`src/rtl/parallax_step_scheduler_pkg.sv`:
```
// Shared definitions for the parallax scroll step scheduler: FSM encoding,
// default geometry and the per-layer speeds loaded at reset.
package parallax_step_scheduler_pkg;

  localparam int NUM_LAYERS_DEF = 4;
  localparam int FRAC_W_DEF     = 6;
  localparam int INT_W_DEF      = 2;
  localparam int LAYER_W_DEF    = 3;
  localparam int MAX_LAYERS     = 8;

  typedef enum logic [1:0] {
    ST_IDLE,
    ST_ACCUM,
    ST_ISSUE,
    ST_DONE
  } state_t;

  // Scenes boot stationary; software programs real speeds before the first frame.
  localparam logic [15:0] DEFAULT_SPEED [MAX_LAYERS] = '{default: 16'h0000};

endpackage

```
`src/rtl/parallax_step_scheduler_if.sv`:
```
// Step-request handshake between the scheduler and the shared stepping datapath.
interface parallax_step_scheduler_if #(
  parameter int LAYER_W = 3
);
  logic               step_valid;
  logic [LAYER_W-1:0] step_layer;
  logic               step_ready;

  modport master (output step_valid, output step_layer, input step_ready);
  modport slave  (input step_valid, input step_layer, output step_ready);
endinterface

```
`src/rtl/parallax_speed_regs.sv`:
```
// Double-buffered per-layer speed registers: software writes the shadow bank,
// the frame start copies it into the active bank read by the sequencer.
module parallax_speed_regs #(
  parameter int                            NUM_LAYERS = 4,
  parameter int                            LAYER_W    = 3,
  parameter int                            SPD_W      = 8,
  parameter logic [NUM_LAYERS*SPD_W-1:0]   RST_SPEEDS = '0
) (
  input  logic               clk,
  input  logic               rst,
  input  logic               wr_en,
  input  logic [LAYER_W-1:0] wr_layer,
  input  logic [SPD_W-1:0]   wr_speed,
  input  logic               copy,
  input  logic [LAYER_W-1:0] rd_layer,
  output logic [SPD_W-1:0]   rd_speed
);

  logic [SPD_W-1:0] shadow_q [NUM_LAYERS];
  logic [SPD_W-1:0] active_q [NUM_LAYERS];

  always_ff @(posedge clk or posedge rst) begin
    if (rst) begin
      for (int l = 0; l < NUM_LAYERS; l++) begin
        shadow_q[l] <= RST_SPEEDS[l*SPD_W +: SPD_W];
        active_q[l] <= RST_SPEEDS[l*SPD_W +: SPD_W];
      end
    end else begin
      for (int l = 0; l < NUM_LAYERS; l++) begin
        if (wr_en && (wr_layer == LAYER_W'(l)))
          shadow_q[l] <= wr_speed;
        // A write landing on the copy cycle is forwarded so it joins this frame.
        if (copy)
          active_q[l] <= (wr_en && (wr_layer == LAYER_W'(l))) ? wr_speed : shadow_q[l];
      end
    end
  end

  always_comb begin
    rd_speed = '0;
    for (int l = 0; l < NUM_LAYERS; l++)
      if (rd_layer == LAYER_W'(l))
        rd_speed = active_q[l];
  end

endmodule

```
`src/rtl/parallax_step_scheduler.sv`:
```
// Per-frame parallax scroll sequencer: accumulates fixed-point layer speeds
// into fractional phases and issues one step request per whole pixel moved.
module parallax_step_scheduler
  import parallax_step_scheduler_pkg::*;
#(
  parameter int NUM_LAYERS = NUM_LAYERS_DEF,
  parameter int FRAC_W     = FRAC_W_DEF,
  parameter int INT_W      = INT_W_DEF,
  parameter int LAYER_W    = LAYER_W_DEF
) (
  input  logic                    clk,
  input  logic                    rst,
  input  logic                    frame_tick,
  input  logic                    pause,
  input  logic                    cfg_we,
  input  logic [LAYER_W-1:0]      cfg_layer,
  input  logic [INT_W+FRAC_W-1:0] cfg_speed,
  parallax_step_scheduler_if.master step,
  output logic                    busy,
  output logic                    frame_done,
  output logic                    overrun
);

  localparam int SPD_W = INT_W + FRAC_W;
  localparam int CNT_W = INT_W + 1;

  function automatic logic [NUM_LAYERS*SPD_W-1:0] reset_speeds();
    logic [NUM_LAYERS*SPD_W-1:0] r;
    r = '0;
    for (int l = 0; l < NUM_LAYERS; l++)
      r[l*SPD_W +: SPD_W] = SPD_W'(DEFAULT_SPEED[l]);
    return r;
  endfunction

  localparam logic [NUM_LAYERS*SPD_W-1:0] RST_SPEEDS = reset_speeds();

  state_t             state_q, state_d;
  logic [LAYER_W-1:0] idx_q, idx_d;
  logic [CNT_W-1:0]   rem_q, rem_d;
  logic [FRAC_W-1:0]  phase_q [NUM_LAYERS];
  logic [FRAC_W-1:0]  phase_cur;
  logic [SPD_W-1:0]   speed_cur;
  logic [SPD_W:0]     sum;
  logic [CNT_W-1:0]   n_steps;
  logic               copy, phase_we, last_layer, accept;

  parallax_speed_regs #(
    .NUM_LAYERS (NUM_LAYERS),
    .LAYER_W    (LAYER_W),
    .SPD_W      (SPD_W),
    .RST_SPEEDS (RST_SPEEDS)
  ) u_speed_regs (
    .clk      (clk),
    .rst      (rst),
    .wr_en    (cfg_we),
    .wr_layer (cfg_layer),
    .wr_speed (cfg_speed),
    .copy     (copy),
    .rd_layer (idx_q),
    .rd_speed (speed_cur)
  );

  always_comb begin
    phase_cur = '0;
    for (int l = 0; l < NUM_LAYERS; l++)
      if (idx_q == LAYER_W'(l))
        phase_cur = phase_q[l];
  end

  // The extra sum bit keeps the integer carry, so a wrapping phase never loses a step.
  assign sum        = {1'b0, speed_cur} + (SPD_W+1)'(phase_cur);
  assign n_steps    = sum[SPD_W:FRAC_W];
  assign last_layer = (idx_q == LAYER_W'(NUM_LAYERS - 1));
  assign accept     = step.step_valid & step.step_ready;

  always_comb begin
    state_d  = state_q;
    idx_d    = idx_q;
    rem_d    = rem_q;
    copy     = 1'b0;
    phase_we = 1'b0;
    case (state_q)
      ST_IDLE: begin
        if (frame_tick && !pause) begin
          copy    = 1'b1;
          idx_d   = '0;
          state_d = ST_ACCUM;
        end
      end
      ST_ACCUM: begin
        phase_we = 1'b1;
        if (n_steps != '0) begin
          rem_d   = n_steps;
          state_d = ST_ISSUE;
        end else if (last_layer) begin
          state_d = ST_DONE;
        end else begin
          idx_d = idx_q + 1'b1;
        end
      end
      ST_ISSUE: begin
        if (accept) begin
          rem_d = rem_q - 1'b1;
          if (rem_q == CNT_W'(1)) begin
            if (last_layer) begin
              state_d = ST_DONE;
            end else begin
              idx_d   = idx_q + 1'b1;
              state_d = ST_ACCUM;
            end
          end
        end
      end
      ST_DONE:  state_d = ST_IDLE;
      default:  state_d = ST_IDLE;
    endcase
  end

  always_ff @(posedge clk or posedge rst) begin
    if (rst) begin
      state_q <= ST_IDLE;
      idx_q   <= '0;
      rem_q   <= '0;
      busy    <= 1'b0;
      overrun <= 1'b0;
    end else begin
      state_q <= state_d;
      idx_q   <= idx_d;
      rem_q   <= rem_d;
      busy    <= (state_d != ST_IDLE);
      if (frame_tick && busy)
        overrun <= 1'b1;
    end
  end

  always_ff @(posedge clk or posedge rst) begin
    if (rst) begin
      for (int l = 0; l < NUM_LAYERS; l++)
        phase_q[l] <= '0;
    end else begin
      for (int l = 0; l < NUM_LAYERS; l++)
        if (phase_we && (idx_q == LAYER_W'(l)))
          phase_q[l] <= sum[FRAC_W-1:0];
    end
  end

  assign step.step_valid = (state_q == ST_ISSUE);
  assign step.step_layer = idx_q;
  assign frame_done      = (state_q == ST_DONE);

endmodule
```
`src/flat_wrapper.sv`:
```
// flat-port wrapper written by rule: the top's interface ports become plain ports
module parallax_step_scheduler_flat import parallax_step_scheduler_pkg::*;
#(
  parameter int NUM_LAYERS = NUM_LAYERS_DEF,
  parameter int FRAC_W     = FRAC_W_DEF,
  parameter int INT_W      = INT_W_DEF,
  parameter int LAYER_W    = LAYER_W_DEF
)
  (clk, rst, frame_tick, pause, cfg_we, cfg_layer, cfg_speed, busy, frame_done, overrun, step_step_valid, step_step_layer, step_step_ready);
  parallax_step_scheduler_if #(.LAYER_W(LAYER_W)) step_i ();
  input  logic clk;
  input  logic rst;
  input  logic frame_tick;
  input  logic pause;
  input  logic cfg_we;
  input  logic [LAYER_W-1:0] cfg_layer;
  input  logic [INT_W+FRAC_W-1:0] cfg_speed;
  output logic busy;
  output logic frame_done;
  output logic overrun;
  output wire logic [$bits(step_i.step_valid)-1:0] step_step_valid;
  output wire logic [$bits(step_i.step_layer)-1:0] step_step_layer;
  input wire logic [$bits(step_i.step_ready)-1:0] step_step_ready;
  assign step_step_valid = step_i.step_valid;
  assign step_step_layer = step_i.step_layer;
  assign step_i.step_ready = step_step_ready;
  parallax_step_scheduler #(.NUM_LAYERS(NUM_LAYERS), .FRAC_W(FRAC_W), .INT_W(INT_W), .LAYER_W(LAYER_W)) u_core (.clk(clk), .rst(rst), .frame_tick(frame_tick), .pause(pause), .cfg_we(cfg_we), .cfg_layer(cfg_layer), .cfg_speed(cfg_speed), .step(step_i), .busy(busy), .frame_done(frame_done), .overrun(overrun));
endmodule
```
`config.mk`:
```
export PLATFORM = sky130hd
export DESIGN_NAME = parallax_step_scheduler_flat
export DESIGN_NICKNAME = d
export VERILOG_FILES = /design/src/rtl/parallax_step_scheduler_pkg.sv /design/src/rtl/parallax_step_scheduler_if.sv /design/src/rtl/parallax_speed_regs.sv /design/src/rtl/parallax_step_scheduler.sv /design/src/flat_wrapper.sv
export SDC_FILE = /design/constraint.sdc
export NUM_CORES = 1
export LEC_CHECK = 0
export CAP_MARGIN = 25
export CORE_ASPECT_RATIO = 1.75
export CORE_UTILIZATION = 30
export DETAILED_ROUTE_END_ITERATION = 6
export GPL_TIMING_DRIVEN = 0
export PLACE_DENSITY = 0.54
export SLEW_MARGIN = 20
export SYNTH_ARGS = -nofsm -noshare
export SYNTH_HDL_FRONTEND = slang
export SYNTH_SLANG_ARGS = --single-unit
```
`constraint.sdc`:
```
create_clock -name clk -period 3.95 [get_ports clk]
set_clock_uncertainty 0.15 [all_clocks]
set_input_delay 0.79 -clock clk [delete_from_list [all_inputs] [get_ports clk]]
set_output_delay 0.79 -clock clk [all_outputs]
set_load 0.02 [all_outputs]
```
[Word level (Yosys, flattened, before mapping)]
Index checks and enable logic that the tools add are counted.
Word-level totals
  latch bits: 0
  logic and storage cells: 87
  input bits: 17
  memories kept: 0
  output and inout bits: 7
  RAM bits: 0
  bits in registers: 98
  bits in read-only memories: 0
Operators by class
  muxes and demuxes: 31
  bitwise operators: 1
  reduce and logical (&&, ||, !) cells: 20
  eq/ne operators: 15
  $mul: 0
  shifts and indexed selects: 0
  add/subtract/negate cells: 3
  magnitude comparators: 0
  div/mod/pow operators: 0
Operators by type and width (number)
  $mux W8: 8
  $mux W6: 4
  $mux W3: 7
  $eq A3 B2 Y1 const B: 4
  $mux W2: 6
  $logic_and A1 B1 Y1: 10
  $add A8 B6 Y9: 1
  $eq A3 B1 Y1 const B: 3
  $pmux W3 S3: 1
  $pmux W2 S4: 1
  $logic_not A3 Y1: 2
  $ne A2 B2 Y1 const B: 3
  $pmux W3 S2: 1
  $reduce_bool A3 Y1: 2
  $reduce_and A5 Y1: 1
  $eq A2 B2 Y1 const B: 2
  $ne A2 B1 Y1 const B: 2
  $reduce_bool A2 Y1: 2
  $add A3 B1 Y3 const B: 1
  $mux W1: 3
  $reduce_and A3 Y1: 1
  $sub A3 B1 Y3 const B: 1
  $eq A2 B1 Y1 const B: 1
  $logic_not A2 Y1: 1
  other kinds (2): 2

[Longest topological paths before layout]
Gate-level depths: netlist of the first run.
  depth after elaboration: 10
  mapped depth: 17

[Cells and area by module]
Synthesis of the first run repeated with hierarchy kept, for this count alone.
Second synthesis, totals
  cell total of the unflattened synthesis: 387
  area total of the unflattened synthesis: 4868.4 sq um
By module, submodules not included
  parallax_speed_regs: area each 2727.6 sq um, instances 1, cells each 157
  parallax_step_scheduler: area each 2140.8 sq um, instances 1, cells each 230

[Least setup slack after synthesis of the first run]
No wires, ideal clock.
  kind: flip-flop to flip-flop
  from: register u_core.idx_q[0] (netlist: u_core.step.step_layer[0])
  to: register u_core.rem_q[0]
  setup slack: -0.221 ns
  stages on the path, launching flop included: 18
  period minus slack after synthesis: 4.171 ns
  library setup time: 0.126 ns
  required time: 3.674 ns
  data arrival time: 3.895 ns
  cells stage by stage: dfrtp_1 > inv_1 > ha_1 > clkbuf_1 > nand2_1 > nor2_1 > a21oi_1 > o21ai_0 > a22o_1 > ha_1 > inv_1 > fa_1 > and2b_1 > o2111ai_1 > or4_4 > a211o_1 > a31o_1 > a221o_1
Between the ends
  cells in the longest elaborated chain, start to end: 9
  elaborated cells between the ends (all ways): 18
Ends and longest elaborated chain
  from (decl): RTL line parallax_step_scheduler.sv:38  | logic [LAYER_W-1:0] idx_q, idx_d;
  from (signal assigned): RTL line parallax_step_scheduler.sv:128  | idx_q <= idx_d;
  $logic_not A3 Y1: RTL line parallax_speed_regs.sv:42, parallax_step_scheduler.sv:66
  $mux W8 or $mux W6 (tied branches) (4 in a row): RTL line parallax_speed_regs.sv:42, parallax_step_scheduler.sv:66
  $add A8 B6 Y9 *: RTL line parallax_step_scheduler.sv:71  | assign sum = {1'b0, speed_cur} + (SPD_W+1)'(phase_cur);
  $reduce_bool A3 Y1: RTL line parallax_step_scheduler.sv:92  | if (n_steps != '0) begin
  $ne A2 B1 Y1 (no line)
  $reduce_and A3 Y1 (no line)
  to (signal assigned): RTL line parallax_step_scheduler.sv:129  | rem_q <= rem_d;
  to (decl): RTL line parallax_step_scheduler.sv:39  | logic [CNT_W-1:0] rem_q, rem_d;
Mark *: on every way between the ends. The rest lies on a longest branch, timed or not. The select of a mux whose other input is x is not followed.
A chain may end at the register's enable or synchronous reset.

[Final worst setup path of the first run]
  from: register u_core.idx_q[1] (netlist: u_core.step.step_layer[1])
  to: register u_core.rem_q[0]
Same word-level chain as after synthesis.

==> results of run 1 <==
[cell type report]
cell class	instances	share of cell area, %
sequential	98	41.3
tap	186	3.91
clock buffer	9	3.79
inverter	15	1.11
clock inverter	6	1.11
timing repair buffer	44	7.30
multi-input combinational	294	38.2
buffer	20	3.26
[where the power goes]
group	internal, W	total, W	switching, W	leakage [nW]
Combinational	0.00112	0.00237	0.00124	1.25
Clock	0.000491	0.000876	0.000385	0.146
Sequential	0.00139	0.00160	0.000210	1.21
Total	0.00301	0.00484	0.00184	2.60
[layer usage]
layer | vias up | GRT usage (%)
met1 | 1682 | 15.8
met2 | 51 | 28.4
met5 | - | 0
met4 | 0 | 6.10
met3 | 13 | 2.06
li1 | 1621 | -
[critical path, cell delays in order, from the launching register on]
cell,delay [ns]
sky130_fd_sc_hd__dfrtp_2,0.44
sky130_fd_sc_hd__buf_4,0.14
sky130_fd_sc_hd__ha_2,0.17
sky130_fd_sc_hd__buf_6,0.13
sky130_fd_sc_hd__buf_8,0.14
sky130_fd_sc_hd__o21ai_2,0.14
sky130_fd_sc_hd__a22o_1,0.15
sky130_fd_sc_hd__ha_2,0.19
sky130_fd_sc_hd__inv_2,0.04
sky130_fd_sc_hd__fa_2,0.35
sky130_fd_sc_hd__and2b_2,0.26
sky130_fd_sc_hd__o2111ai_4,0.14
sky130_fd_sc_hd__or4_4,0.53
sky130_fd_sc_hd__a211o_4,0.38
sky130_fd_sc_hd__a31o_1,0.22
sky130_fd_sc_hd__a221o_1,0.28
[layout by cell type, fill, tap and decap left out, types with 9 or more instances in the layout]
cell type / count
sky130_fd_sc_hd__nand2_1: 54
sky130_fd_sc_hd__a22o_1: 12
sky130_fd_sc_hd__a21oi_1: 19
sky130_fd_sc_hd__nor2_1: 18
sky130_fd_sc_hd__buf_4: 16
sky130_fd_sc_hd__mux2_2: 68
sky130_fd_sc_hd__dfrtp_1: 95
sky130_fd_sc_hd__clkdlybuf4s50_1: 23
sky130_fd_sc_hd__clkbuf_16: 11
sky130_fd_sc_hd__clkbuf_1: 9
sky130_fd_sc_hd__ha_1: 12
sky130_fd_sc_hd__inv_1: 11
sky130_fd_sc_hd__o21ai_0: 35
[through the flow]
step           hold slack [ns]  power, W
5_1_grt                  0.326   0.00519
2_1_floorplan            0.300   0.00303
3_3_place_gp             0.300   0.00354
4_1_cts                  0.319   0.00482
3_5_place_dp             0.294   0.00360
6_report                 0.315   0.00484
[sequential cells by signal (all words and copies together), names as in the netlist]
register / flops
u_core.step.step_layer: 3
u_core.state_q: 2
u_core.rem_q: 3
u_core.phase_q: 24
u_core.u_speed_regs.shadow_q: 32
u_core.busy: 1
u_core.u_speed_regs.active_q: 32
u_core.overrun: 1
[worst max-delay path by stage]
| stage | to | slack, ns | cells past startpoint |
|---|---|---|---|
| after floorplan | u_core.rem_q[0] | 0.002 | 16 |
| after global placement | u_core.step.step_layer[1] | -1.23 | 2 |
| after detailed placement | u_core.rem_q[1] | -0.53 | 16 |
| after CTS | u_core.rem_q[0] | -0.01 | 17 |
| after global routing | u_core.rem_q[0] | -0.13 | 17 |
| final | u_core.rem_q[0] | -0.02 | 15 |
[cell families after synthesis]
group                    after synthesis  synth area share, %
XOR/XNOR                               4                0.737
flip-flops                            98                 51.6
adder cells (fa/ha/maj)               18                 4.89
buffers and inverters                 35                 2.89
AO/OA/AOI/OAI                         99                 13.4
AND/OR/NAND/NOR                      102                 9.79
multiplexers                          71                 16.7
[repair_timing]
| action | CTS | global route |
|---|---|---|
| cloned | 1 | 0 |
| endpoints found under the setup margin | 9 | 7 |
| setup buffers | 16 | 3 |
| pin swaps | 11 | 12 |
| resized for setup | 49 | 7 |
==> results.cfg, run 1 <==
[yosys]
seq_area_frac_synth_pct = 51.6
netlist.area_leader.share_pct = 51.6
ys_top_cells_by_area = sky130_fd_sc_hd__dfrtp_1 (52%), sky130_fd_sc_hd__mux2_2 (16%), sky130_fd_sc_hd__ha_1 (4.5%), sky130_fd_sc_hd__nand2_1 (4.4%), sky130_fd_sc_hd__o21ai_0 (4.1%)
count_of_unique_library_cells_instantiated_by_yosys = 53
post_synth_edffs = 0
synth-seq-cells = 98
synth_top_cells_by_count = sky130_fd_sc_hd__dfrtp_1 (98), sky130_fd_sc_hd__mux2_2 (68), sky130_fd_sc_hd__nand2_1 (56), sky130_fd_sc_hd__o21ai_0 (39), sky130_fd_sc_hd__a21oi_1 (21)
yosys_warnings = 0
syn_area_per_cell_sq_um = 11.1
dominantRegCellSynth = sky130_fd_sc_hd__dfrtp_1
syn_area_sq_mm = 0.00475
synth-async-reset-ratio_pct = 100
synthesis.instances = 427
synth_nets = 462
count_leader_synth = sky130_fd_sc_hd__dfrtp_1
synthDominantAreaCellType = sky130_fd_sc_hd__dfrtp_1

[min_path]
hold_path.startpoint = u_core.overrun
hold-path-endpoint = u_core.overrun
timing.hold.worst_path_depth = 1
holdCritPathClass = flop to flop

[routing]
detail-route-antenna-nets = 0
detailedRoute.firstPassIterationCount = 4
routed-wl-met2_microns = 6410
drt-met1-wl_microns = 4340
vias_per_cell = 5.01
dr.max_layer_used = met4
detailedRoute.firstIterationViolations = 114
routed-via-count = 3367
drt-total-wl_microns = 11200
post-route-drc-count = 0
detailroute.wirelength.met3_microns = 222
routedWlPerCell_microns = 16.7

[cells_and_area]
finish.net_count = 517
seq_area_sq_mm = 0.00246
layout.cells.non_filler = 672
fin_area_sq_mm = 0.00595
final_layout_size_suffix_gt1_share_pct = 29.8
multi_input_area_sq_mm = 0.00227
area_growth_pct = 25.1
num-fill-cells = 1524
num_antenna_cells = 0
finish.utilization_pct = 38.5

[outcome]
status = complete, but fails checks
failed_checks = negative setup slack

[worst_setup_path]
r2r-start = u_core.step.step_layer[1]
critPathLaunchType = flop
crit_path_max_fanout = 10
reg2reg_setup_slack_ns = -0.02
timing.setup.critical_path_class = flop to flop
critPathArrivalTime_ns = 4.05
timing.critical_path.required_ns = 4.03
ff2ff_path_depth = 15
reg2reg_to = u_core.rem_q[0]
critical_path.startpoint = u_core.step.step_layer[1]
crit_path_end_kind = flop

[placed_design]
placement.cell_area_sq_mm = 0.00527
port_buffer_count = 23
numPlacedInstances = 637
dp.final_hpwl_microns = 7960
dp_slack_ns = -0.529
final_replace_weighted_congestion = 0.844

[clock_tree]
cts_made_buffers = 9
htree_levels = 3
reg_clk_slew_reported_paths_ns = 0.07
tritoncts = done
clock_tree.buffer_depth = 2
clock_tree.root_cell = sky130_fd_sc_hd__clkbuf_16
worst_skew_pair.late_latency_ns = 0.35
holdBufCountCts = 0
tritoncts_num_sinks = 98

[floorplanning]
core_region_area_sq_mm = 0.0155
std_cell_rows = 60
io_pins = 24
floorplan.initialDensity_pct = 30.7
die-height_microns = 169
die_footprint_sq_mm = 0.0164
die_w_microns = 97.2

[timing]
finalCritPeriodShare_pct = 100
timing_worst_slew_pin_value_ns = 0.901
setup-tns-final_ns = -0.0163
layout_setup_ws_ns = -0.0163
setup_viol_count_final = 1
fmax_achieved_mhz = 252
period_minus_slack_ns = 3.97
final_count_of_hold_timing_violations = 0
timing.slew.headroom_pct = 38.4
final_max_slew_viol_count = 0
unrepaired_setup_endpoints_after_global_routing = true

[power]
max-vdd-ir-drop_mv = 0.294
power.leakage_nw = 2.60
powerDensity_mw_per_mm2 = 814

[grt]
global_route.overflow_total = 0
antenna_found_initial = 0
groute.usage.overall_pct = 14.7
grt_pass1_vias = 3532
maximum_number_of_pins_on_one_net_before_global_route_repair = 55
first_pass_grt_wire_length_microns = 18600

[flow_run]
drv_cap = 0
(Power assumes the default switching activity.)
==> run 2, diff against run 1 <==
--- a/config.mk
+++ b/config.mk
@@ -5,6 +5,7 @@
 export SDC_FILE = /design/constraint.sdc
 export NUM_CORES = 1
 export LEC_CHECK = 0
+export ABC_CLOCK_PERIOD_IN_PS = 3950
 export CAP_MARGIN = 25
 export CORE_ASPECT_RATIO = 1.75
 export CORE_UTILIZATION = 30
==> results of run 2 <==
Final layout, timing and power as in run 1 (identical DEF).
==> run 3, diff against run 2 <==
--- a/config.mk
+++ b/config.mk
@@ -5,13 +5,13 @@
 export SDC_FILE = /design/constraint.sdc
 export NUM_CORES = 1
 export LEC_CHECK = 0
-export ABC_CLOCK_PERIOD_IN_PS = 3950
+export ABC_CLOCK_PERIOD_IN_PS = 4000
 export CAP_MARGIN = 25
 export CORE_ASPECT_RATIO = 1.75
 export CORE_UTILIZATION = 30
 export DETAILED_ROUTE_END_ITERATION = 6
-export GPL_TIMING_DRIVEN = 0
-export PLACE_DENSITY = 0.54
+export GPL_TIMING_DRIVEN = 1
+export PLACE_DENSITY = 0.53
 export SLEW_MARGIN = 20
 export SYNTH_ARGS = -nofsm -noshare
 export SYNTH_HDL_FRONTEND = slang
==> constraint.sdc (replaced) <==
create_clock -name clk -period 4 [get_ports clk]
set_clock_uncertainty 0.15 [all_clocks]
set_input_delay 0.8 -clock clk [delete_from_list [all_inputs] [get_ports clk]]
set_output_delay 0.8 -clock clk [all_outputs]
set_load 0.02 [all_outputs]
==> results.cfg, run 3 (synthesized netlist as in run 1, its figures left out) <==
[clock_tree]
cts_made_buffers = 9
worst_skew_pair.late_latency_ns = 0.35
tritoncts = done
reg_clk_slew_reported_paths_ns = 0.07
tritoncts_num_sinks = 98
post_cts_buffers = 0
clock_tree.buffer_depth = 2
htree_levels = 3
clock_tree.root_cell = sky130_fd_sc_hd__clkbuf_16

[timing]
setup-tns-final_ns = 0
finalCritPeriodShare_pct = 97.3
timing.slew.headroom_pct = 44.2
fmax_achieved_mhz = 257
timing_worst_slew_pin_value_ns = 0.816
setup_viol_count_final = 0
final_max_slew_viol_count = 0
final_count_of_hold_timing_violations = 0
period_minus_slack_ns = 3.89

[flow_run]
drv_cap = 0

[placed_design]
final_replace_weighted_congestion = 0.761
dp.final_hpwl_microns = 7590
port_buffer_count = 23

[power]
power.leakage_nw = 2.51
total_power_w = 0.00454
power.internal_w = 0.00280
net-switching-power_w = 0.00174
combPwrFrac_pct = 46.4
powerDensity_mw_per_mm2 = 797
power.switching_fraction_pct = 38.3
share_clk_of_total_power_pct = 18.8
pwr-share-seq_pct = 34.8
max-vdd-ir-drop_mv = 0.259

[floorplanning]
core_region_area_sq_mm = 0.0155
die_w_microns = 97.2
io_pins = 24
die-height_microns = 169
floorplan.initialDensity_pct = 30.7
die_footprint_sq_mm = 0.0164
std_cell_rows = 60

[grt]
first_pass_grt_wire_length_microns = 17800
maximum_number_of_pins_on_one_net_before_global_route_repair = 99
antenna_found_initial = 0
grt_pass1_vias = 3444
global_route.overflow_total = 0
groute.usage.overall_pct = 13.8

[worst_setup_path]
crit_end = u_core.rem_q[0]
reg2reg_to = u_core.rem_q[0]
timing.setup.critical_path_class = flop to flop
crit_path_end_kind = flop
reg2reg_setup_slack_ns = 0.11
ff2ff_path_depth = 15
critical_path.startpoint = u_core.step.step_layer[1]
crit_path_max_fanout = 6
r2r-start = u_core.step.step_layer[1]
critPathLaunchType = flop
critPathArrivalTime_ns = 3.97
timing.critical_path.required_ns = 4.08

[routing]
detail-route-antenna-nets = 0
routedWlPerCell_microns = 16.1
detailedRoute.firstIterationViolations = 132
detailedRoute.firstPassIterationCount = 4
routed-via-count = 3231
post-route-drc-count = 0
vias_per_cell = 4.93
drt-total-wl_microns = 10600

[cells_and_area]
layout.cells.most_common = sky130_fd_sc_hd__dfrtp_1
finish.net_count = 499
final_layout_size_suffix_gt1_share_pct = 27.3
largest_registers = u_core.u_speed_regs.active_q: 32 flops, u_core.u_speed_regs.shadow_q: 32 flops, u_core.phase_q: 24 flops
final_cell_mix = sky130_fd_sc_hd__dfrtp_1 (96), sky130_fd_sc_hd__mux2_2 (68), sky130_fd_sc_hd__nand2_1 (56), sky130_fd_sc_hd__o21ai_0 (36), sky130_fd_sc_hd__clkdlybuf4s50_1 (23)
area_growth_pct = 19.8
num_antenna_cells = 0

[min_path]
holdCritPathClass = flop to flop

[outcome]
status = finished, final reports clean
-- run 3: cell types whose count changed in the layout (fill, tap and decap cells not counted), sizes merged --
cell    delta
buf        -5
clkinv     +1
bufinv     -1
clkbuf    -12
-- run 3: what timing repair did --
action                     CTS  global route
setup endpoints to repair    1             8
resized for setup            1            16
pin swaps                    0             4
hold buffers                 0             0
-- run 3: routing by layer --
layer  global-route usage [%]  part of all wire, %
met1                     16.0                   41
met2                     25.4                   55
met3                     2.02                  1.9
met4                     5.06                  2.2
met5                        0                    0
-- run 3: final cells by class --
class                      instances  area, sq um
multi-input combinational        294         2240
clock inverter                     6         57.6
inverter                          15         58.8
timing repair buffer              46          415
tap                              186          233
sequential                        98         2450
fill                            1536         9770
clock buffer                      10          239
-- run 3: worst min path at each step --
stage,endpoint,slack [ns],start,cells after the start
2_1_floorplan,u_core.phase_q[10],0.30,u_core.phase_q[10],2
3_3_place_gp,u_core.overrun,0.31,u_core.overrun,1
3_5_place_dp,u_core.overrun,0.30,u_core.overrun,1
4_1_cts,u_core.overrun,0.32,u_core.overrun,1
5_1_grt,u_core.overrun,0.35,u_core.overrun,1
6_report,u_core.overrun,0.31,u_core.overrun,1
-- run 3: metrics by stage --
| stage | hold slack, ns | setup slack [ns] | area, sq um | utilization (%) | cells |
|---|---|---|---|---|---|
| after floorplan | 0.300 | 0.0271 | 4770 | - | 427 |
| after global placement | 0.305 | 0.0821 | 5330 | 34.5 | 639 |
| after detailed placement | 0.302 | 0.0241 | 5330 | 34.5 | 639 |
| after CTS | 0.324 | 0.0509 | 5630 | 36.4 | 655 |
| after global routing | 0.349 | -0.0446 | 5690 | 36.8 | 655 |
| final | 0.315 | 0.107 | 5690 | 36.8 | 655 |
-- run 3: power groups by stage --
stage	Combinational [W]	Clock, W	Sequential, W
2_1_floorplan	0.00144	0	0.00154
3_3_place_gp	0.00198	0	0.00159
3_5_place_dp	0.00202	0	0.00160
4_1_cts	0.00204	0.000878	0.00158
5_1_grt	0.00236	0.000918	0.00162
6_report	0.00211	0.000852	0.00158
-- run 3: worst max-delay path, stage by stage, from the launching register on --
cell                        delay, ns
sky130_fd_sc_hd__dfrtp_2         0.41
sky130_fd_sc_hd__buf_4           0.16
sky130_fd_sc_hd__ha_1            0.18
sky130_fd_sc_hd__ha_2            0.18
sky130_fd_sc_hd__nor2_1          0.09
sky130_fd_sc_hd__buf_4           0.16
sky130_fd_sc_hd__a22o_1          0.14
sky130_fd_sc_hd__ha_2            0.17
sky130_fd_sc_hd__inv_1           0.05
sky130_fd_sc_hd__fa_2            0.33
sky130_fd_sc_hd__and2b_1         0.24
sky130_fd_sc_hd__o2111ai_2       0.15
sky130_fd_sc_hd__or4_4           0.47
sky130_fd_sc_hd__a211o_4         0.38
sky130_fd_sc_hd__a31o_1          0.22
sky130_fd_sc_hd__a221o_1         0.30
